`src/rtl/fp_pkg.sv`:
```
// fp_pkg: shared definitions for the FP post-normalization stage.
// Provides field widths, the saturated exponent code, the normalizer
// state encoding and the bit positions of the ALU {N,Z,C,V} flag nibble.
package fp_pkg;

  localparam int EXP_W = 8;
  localparam int MAN_W = 23;

  localparam logic [EXP_W-1:0] EXP_MAX = 8'hFF;

  // Flag nibble layout, MSB first: {N, Z, C, V}
  localparam int FLAG_N = 3;
  localparam int FLAG_Z = 2;
  localparam int FLAG_C = 1;
  localparam int FLAG_V = 0;

  typedef enum logic [1:0] {
    IDLE = 2'd0,
    NORM = 2'd1,
    DONE = 2'd2
  } norm_state_t;

endpackage

```
`src/rtl/fp_normalizer_if.sv`:
```
// fp_normalizer_if: handshake bundle between the FP adder, the normalizer
// and its consumer.
//   in_valid/in_ready : raw sum handshake (sign, exponent, 25-bit mantissa)
//   out_valid/out_ready : packed IEEE-754 single plus {N,Z,C,V} flags
// Modports:
//   master : the side that drives raw sums and consumes results
//   slave  : the normalizer itself
interface fp_normalizer_if;
  import fp_pkg::*;

  logic               in_valid;
  logic               in_ready;
  logic               in_sign;
  logic [EXP_W-1:0]   in_exp;
  logic [MAN_W+1:0]   in_man;
  logic               out_valid;
  logic               out_ready;
  logic [31:0]        out_result;
  logic [3:0]         out_flags;

  modport master (
    output in_valid, in_sign, in_exp, in_man, out_ready,
    input  in_ready, out_valid, out_result, out_flags
  );

  modport slave (
    input  in_valid, in_sign, in_exp, in_man, out_ready,
    output in_ready, out_valid, out_result, out_flags
  );

endinterface

```
`src/rtl/fp_normalizer.sv`:
```
// fp_normalizer: iterative post-normalization of a raw floating-point sum.
// A captured sum is right-shifted once on carry-out, otherwise left-shifted
// one bit per cycle until the hidden bit is set or the denormal floor is
// reached, then packed as an IEEE-754 single with an {N,Z,C,V} flag nibble.
// Ports:
//   clk   : clock, all state updates on the rising edge
//   reset : synchronous active-high reset
//   bus   : fp_normalizer_if.slave (input and output handshakes)
module fp_normalizer
  import fp_pkg::*;
(
  input  logic           clk,
  input  logic           reset,
  fp_normalizer_if.slave bus
);

  norm_state_t      state, state_next;

  logic             sign_q;
  logic [MAN_W+1:0] man_q;
  logic [EXP_W:0]   exp_q;      // one extra bit so the carry increment cannot wrap
  logic             special_q;
  logic             ovf_q;

  logic             out_valid_q;
  logic [31:0]      out_result_q;
  logic [3:0]       out_flags_q;

  logic             accept;
  logic             norm_stop;
  logic [EXP_W:0]   exp_inc;
  logic [EXP_W-1:0] pack_exp;
  logic [MAN_W-1:0] pack_frac;
  logic [31:0]      pack_result;
  logic [3:0]       pack_flags;

  // Ready is withheld during reset so nothing is captured on a reset edge.
  assign bus.in_ready   = (state == IDLE) && !reset;
  assign bus.out_valid  = out_valid_q;
  assign bus.out_result = out_result_q;
  assign bus.out_flags  = out_flags_q;

  assign accept  = bus.in_valid && bus.in_ready;
  assign exp_inc = exp_q + 9'd1;

  // Any of these conditions ends normalization in the current cycle.
  assign norm_stop = special_q || (man_q == '0) || man_q[MAN_W+1] ||
                     man_q[MAN_W] || (exp_q <= 9'd1);

  // Result packing. Specials and overflow saturate the exponent; a mantissa
  // without the hidden bit is a denormal and gets a zero exponent field.
  always_comb begin
    pack_exp  = '0;
    pack_frac = man_q[MAN_W-1:0];
    if (special_q || ovf_q) begin
      pack_exp = EXP_MAX;
    end else if (man_q[MAN_W]) begin
      pack_exp = exp_q[EXP_W-1:0];
    end
    if (ovf_q && !special_q) begin
      pack_frac = '0;
    end
    pack_result = {sign_q, pack_exp, pack_frac};
    pack_flags         = '0;
    pack_flags[FLAG_N] = pack_result[31];
    pack_flags[FLAG_Z] = (pack_result[30:0] == '0);
    pack_flags[FLAG_C] = 1'b0;
    pack_flags[FLAG_V] = ovf_q && !special_q;
  end

  // State register.
  always_ff @(posedge clk) begin
    if (reset) begin
      state <= IDLE;
    end else begin
      state <= state_next;
    end
  end

  // Next-state logic: one normalization decision per NORM cycle, and DONE
  // is left only on a completed output handshake.
  always_comb begin
    state_next = state;
    case (state)
      IDLE: if (accept)                            state_next = NORM;
      NORM: if (norm_stop)                         state_next = DONE;
      DONE: if (out_valid_q && bus.out_ready)      state_next = IDLE;
      default:                                     state_next = IDLE;
    endcase
  end

  // Working registers. The first DONE cycle packs the result into the output
  // registers; they then hold until the consumer takes them.
  always_ff @(posedge clk) begin
    if (reset) begin
      sign_q       <= 1'b0;
      man_q        <= '0;
      exp_q        <= '0;
      special_q    <= 1'b0;
      ovf_q        <= 1'b0;
      out_valid_q  <= 1'b0;
      out_result_q <= '0;
      out_flags_q  <= '0;
    end else begin
      case (state)
        IDLE: begin
          if (accept) begin
            sign_q    <= bus.in_sign;
            man_q     <= bus.in_man;
            exp_q     <= (bus.in_exp == '0) ? 9'd1 : {1'b0, bus.in_exp};
            special_q <= (bus.in_exp == EXP_MAX);
            ovf_q     <= 1'b0;
          end
        end
        NORM: begin
          if (special_q) begin
            // passes through untouched
          end else if (man_q == '0) begin
            sign_q <= 1'b0;
          end else if (man_q[MAN_W+1]) begin
            man_q <= {1'b0, man_q[MAN_W+1:1]};
            exp_q <= exp_inc;
            if (exp_inc >= {1'b0, EXP_MAX}) begin
              ovf_q <= 1'b1;
            end
          end else if (man_q[MAN_W] || (exp_q <= 9'd1)) begin
            // normalized or at the denormal floor
          end else begin
            man_q <= {man_q[MAN_W:0], 1'b0};
            exp_q <= exp_q - 9'd1;
          end
        end
        DONE: begin
          if (!out_valid_q) begin
            out_result_q <= pack_result;
            out_flags_q  <= pack_flags;
            out_valid_q  <= 1'b1;
          end else if (bus.out_ready) begin
            out_valid_q <= 1'b0;
          end
        end
        default: ;
      endcase
    end
  end

endmodule

```
`src/flat_wrapper.sv`:
```
// flat-port wrapper written by rule: the top's interface ports become plain ports
module fp_normalizer_flat import fp_pkg::*;
  (clk, reset, bus_in_valid, bus_in_sign, bus_in_exp, bus_in_man, bus_out_ready, bus_in_ready, bus_out_valid, bus_out_result, bus_out_flags);
  fp_normalizer_if bus_i ();
  input  logic clk;
  input  logic reset;
  input wire logic [$bits(bus_i.in_valid)-1:0] bus_in_valid;
  input wire logic [$bits(bus_i.in_sign)-1:0] bus_in_sign;
  input wire logic [$bits(bus_i.in_exp)-1:0] bus_in_exp;
  input wire logic [$bits(bus_i.in_man)-1:0] bus_in_man;
  input wire logic [$bits(bus_i.out_ready)-1:0] bus_out_ready;
  output wire logic [$bits(bus_i.in_ready)-1:0] bus_in_ready;
  output wire logic [$bits(bus_i.out_valid)-1:0] bus_out_valid;
  output wire logic [$bits(bus_i.out_result)-1:0] bus_out_result;
  output wire logic [$bits(bus_i.out_flags)-1:0] bus_out_flags;
  assign bus_i.in_valid = bus_in_valid;
  assign bus_i.in_sign = bus_in_sign;
  assign bus_i.in_exp = bus_in_exp;
  assign bus_i.in_man = bus_in_man;
  assign bus_i.out_ready = bus_out_ready;
  assign bus_in_ready = bus_i.in_ready;
  assign bus_out_valid = bus_i.out_valid;
  assign bus_out_result = bus_i.out_result;
  assign bus_out_flags = bus_i.out_flags;
  fp_normalizer u_core (.clk(clk), .reset(reset), .bus(bus_i));
endmodule
```
`config.mk`:
```
export PLATFORM = sky130hd
export DESIGN_NAME = fp_normalizer_flat
export DESIGN_NICKNAME = d
export VERILOG_FILES = /design/src/rtl/fp_pkg.sv /design/src/rtl/fp_normalizer_if.sv /design/src/rtl/fp_normalizer.sv /design/src/flat_wrapper.sv
export SDC_FILE = /design/constraint.sdc
export NUM_CORES = 1
export LEC_CHECK = 0
export ABC_CLOCK_PERIOD_IN_PS = 2540
export BUFFER_PORTS_ARGS = -buffer_cell sky130_fd_sc_hd__buf_2
export CAP_MARGIN = 20
export CORE_MARGIN = 2
export CORE_UTILIZATION = 35
export CTS_CLUSTER_SIZE = 30
export DETAILED_ROUTE_END_ITERATION = 12
export PLACE_DENSITY = 0.52
export SETUP_SLACK_MARGIN = 0.15
export SLEW_MARGIN = 20
export SYNTH_ARGS = -nofsm -noshare
export SYNTH_HDL_FRONTEND = slang
export SYNTH_SLANG_ARGS = --single-unit
```
`constraint.sdc`:
```
create_clock -name clk -period 2.54 [get_ports clk]
set_clock_uncertainty 0.2 [all_clocks]
set_input_delay 0 -clock clk [delete_from_list [all_inputs] [get_ports clk]]
set_output_delay 0 -clock clk [all_outputs]
set_load 0.01 [all_outputs]
```
==> out/qor.yml <==
run_status:
  status: "finished, final reports clean"
placement:
  portBuffers: 74
  dp_slack_ns: 0.0991
  place_area_um2: 4500
  dpl.cell_count: 685
  place_hpwl_um: 8370
  gp_congestion: 0.862
drt:
  drc: 0
  vias: 4251
  ant_nets: 0
  routed_wl_um: 12800
  drt_iter0_markers: 307
  routedWlPerCell_um: 17.4
  dr.pass1.iters: 5
  viasPerCell: 5.75
logic_synthesis:
  synthTopCellsByCount: "74 x dfxtp_1, 64 x a21oi_1, 39 x nand2_1, 35 x nor2_1, 33 x nand3_1"
  synth_compound_area_frac: 0.306
  syn_inst: 499
  synth-edff-count: 0
  seq_area_frac_synth: 0.364
  synth_top_area_frac: 0.364
  yosysWarnings: 0
  yosysMostFrequentCell: "dfxtp_1"
  synth_largest_area_cell: "dfxtp_1"
  synth.distinct_cells: 66
  synth.area.mux_share: 0.00492
  synthSimpleGateAreaFrac: 0.221
  synth_top_family_by_area: "compound AO/OA/AOI/OAI gates"
  synth_fa_ha_area_frac: 0.0123
  synth-main-ff-cell: "dfxtp_1"
  synth_xor_area_frac: 0.00861
  ys_top_cells_by_area: "dfxtp_1 36%, a21oi_1 7.9%, a211oi_1 4.1%, nand3_1 4.1%, nand2_1 3.6%"
  postSynthAreaPerCell_um2: 8.16
  synthArstFlopShare: 0
  ys_seq_elements: 74
  syn-num-nets: 541
  syn_area_um2: 4070
critical_path:
  path_buf_inv: 1
  critPathKind: "reg2reg"
  crit_family: "compound AO/OA/AOI/OAI gates"
  critPathSlowestCell: "o31a_4"
  startpoint: "u_core.man_q[4]$_SDFFE_PP0P_"
  crit_path_max_fanout: 29
  critPathCaptureType: "flop"
  cpPeakStageDelay_ns: 0.50
  cp_cell_sequence: "nor4_1 > nand4_1 > buf_4 > o31a_4 > a21oi_1 > a211oi_1"
  worstPathRequired_ns: 2.52
  start_kind: "flop"
  arrival_ns: 2.22
  r2r_start: "u_core.man_q[4]$_SDFFE_PP0P_"
grt:
  antenna_found_initial: 0
  use_met3: 0.0278
  grt_usage: 0.204
  grt_first_pass_wirelength_um: 21100
  first_global_vias: 4170
  busiest_layer: "met2"
  use_met2: 0.341
  gr-total-overflow: 0
  grtUsageMet1: 0.274
  grt_max_degree: 75
sta:
  min_period_over_period: 0.882
  worst_pin_slew_ns: 0.811
  layout_setup_ws_ns: 0.301
  maxSlewViolCount: 0
  setup_viol: 0
  clock.fmax_mhz: 447
  finalCriticalPeriod_ns: 2.24
  fin_hold_ws_ns: 0.0595
  rsz0062_at_grt: "false"
  slew_headroom: 0.459
  tns_ns: 0
  hold_viol_final: 0
clock_tree:
  clock_latency_ns: 0.33
  clk_path_buf_depth: 2
  clk_pin_slew_worst_paths_ns: 0.06
  clock_sinks: 74
  root_buffer: "clkbuf_16"
  cts_tree: "built"
  cts-buffers-inserted: 9
  h-tree-depth: 3
pwr:
  power_density_nw_per_um2: 1070
  leakagePower_nw: 2.00
  ir_drop_mv: 0.485
job:
  cap_violations: 0
floorplan:
  die_x_um: 112
  io_pins: 76
  initial_utilization: 0.358
  die_y_um: 112
  num_rows: 39
  die_area_um2: 12500
  placeableCoreArea_um2: 11400
layout:
  layout.nets: 633
  layout-drive-gt1-share: 0.221
  finalNonFillerCells: 739
  area_growth_pct: 28.6
  stdcell_area_um2: 5240
  diodes: 0
hold_path:
  worst_hold_path_type: "in2reg"
  min-delay-start: "reset"
[tightest hold or removal path: stages]
cell	delay, ns
buf_2	0.09
or3b_1	0.14
a221oi_1	0.12
nand2_1	0.11
o211ai_1	0.08
[cell type report]
cell class | count | area (um^2)
Timing Repair Buffer | 134 | 938
Tap cell | 143 | 179
Clock buffer | 12 | 267
Inverter | 6 | 22.5
Clock inverter | 4 | 72.6
Multi-Input combinational cell | 366 | 2270
Fill cell | 1141 | 6130
Sequential cell | 74 | 1480
[timing repair]
action	4_1_cts	5_1_grt
hold buffers	37	0
buffers inserted	0	1
endpoints found under the setup margin	13	16
hold endpoints to repair	38	0
cloned	0	0
pin swaps	0	1
gates resized for setup	1	3
[per-stage QoR]
step | util | total power, mW
2_1_floorplan | - | 3.43
3_3_place_gp | 0.396 | 4.08
3_5_place_dp | 0.396 | 4.10
4_1_cts | 0.459 | 5.60
5_1_grt | 0.460 | 5.98
6_report | 0.460 | 5.62
[where the power goes]
group | total [mW] | internal [mW] | leakage, nW | switching (mW)
Sequential | 1.69 | 1.41 | 0.603 | 0.280
Clock | 1.44 | 0.939 | 0.165 | 0.500
Combinational | 2.49 | 0.958 | 1.24 | 1.53
[registers in the layout, indices dropped and copies added, names as in the netlist]
register	count
u_core.sign_q	1
u_core.bus.out_flags	3
u_core.ovf_q	1
u_core.state	2
u_core.special_q	1
u_core.exp_q	9
u_core.man_q	25
u_core.bus.out_valid	1
u_core.bus.out_result	31
[cells in the final DEF, fill, tap and decap left out, types with 8 or more instances in the layout]
cell type	netlist	routed
buf_2	11	74
dfxtp_1	74	74
a21oi_1	64	64
nand2_1	39	39
dlygate4sd3_1	0	37
nand3_1	33	33
nor2_1	35	33
a211oi_1	22	22
buf_4	6	21
o21ai_0	19	19
nor3_1	16	16
a221oi_1	13	13
o2111ai_1	12	12
and3_1	11	11
clkbuf_16	0	9
a31oi_1	8	8
a221o_1	8	8
[logic make-up after synthesis]
logic type,after synthesis
buf+inv,59
flops,74
xor+xnor,4
other cells,1
compound gates,180
mux,2
simple gates,175
fa+ha+maj,4
[worst paths after layout]
path | end | slack (ns) | cells past startpoint
max | u_core.man_q[20]$_SDFFE_PP0P_ | 0.30 | 6
min | u_core.ovf_q$_SDFFE_PP0P_ | 0.06 | 5
max reg2reg | u_core.man_q[20]$_SDFFE_PP0P_ | 0.30 | 6
min reg2reg | u_core.bus.out_result[20]$_SDFFE_PP0P_ | 0.25 | 2
[metal layers]
| layer | part of all wire | routed length [um] |
|---|---|---|
| met3 | 0.052 | 664 |
| met5 | 0 | 0 |
| met1 | 0.47 | 6050 |
| met4 | 0.012 | 158 |
| met2 | 0.46 | 5960 |
(Power assumes the default switching activity.)
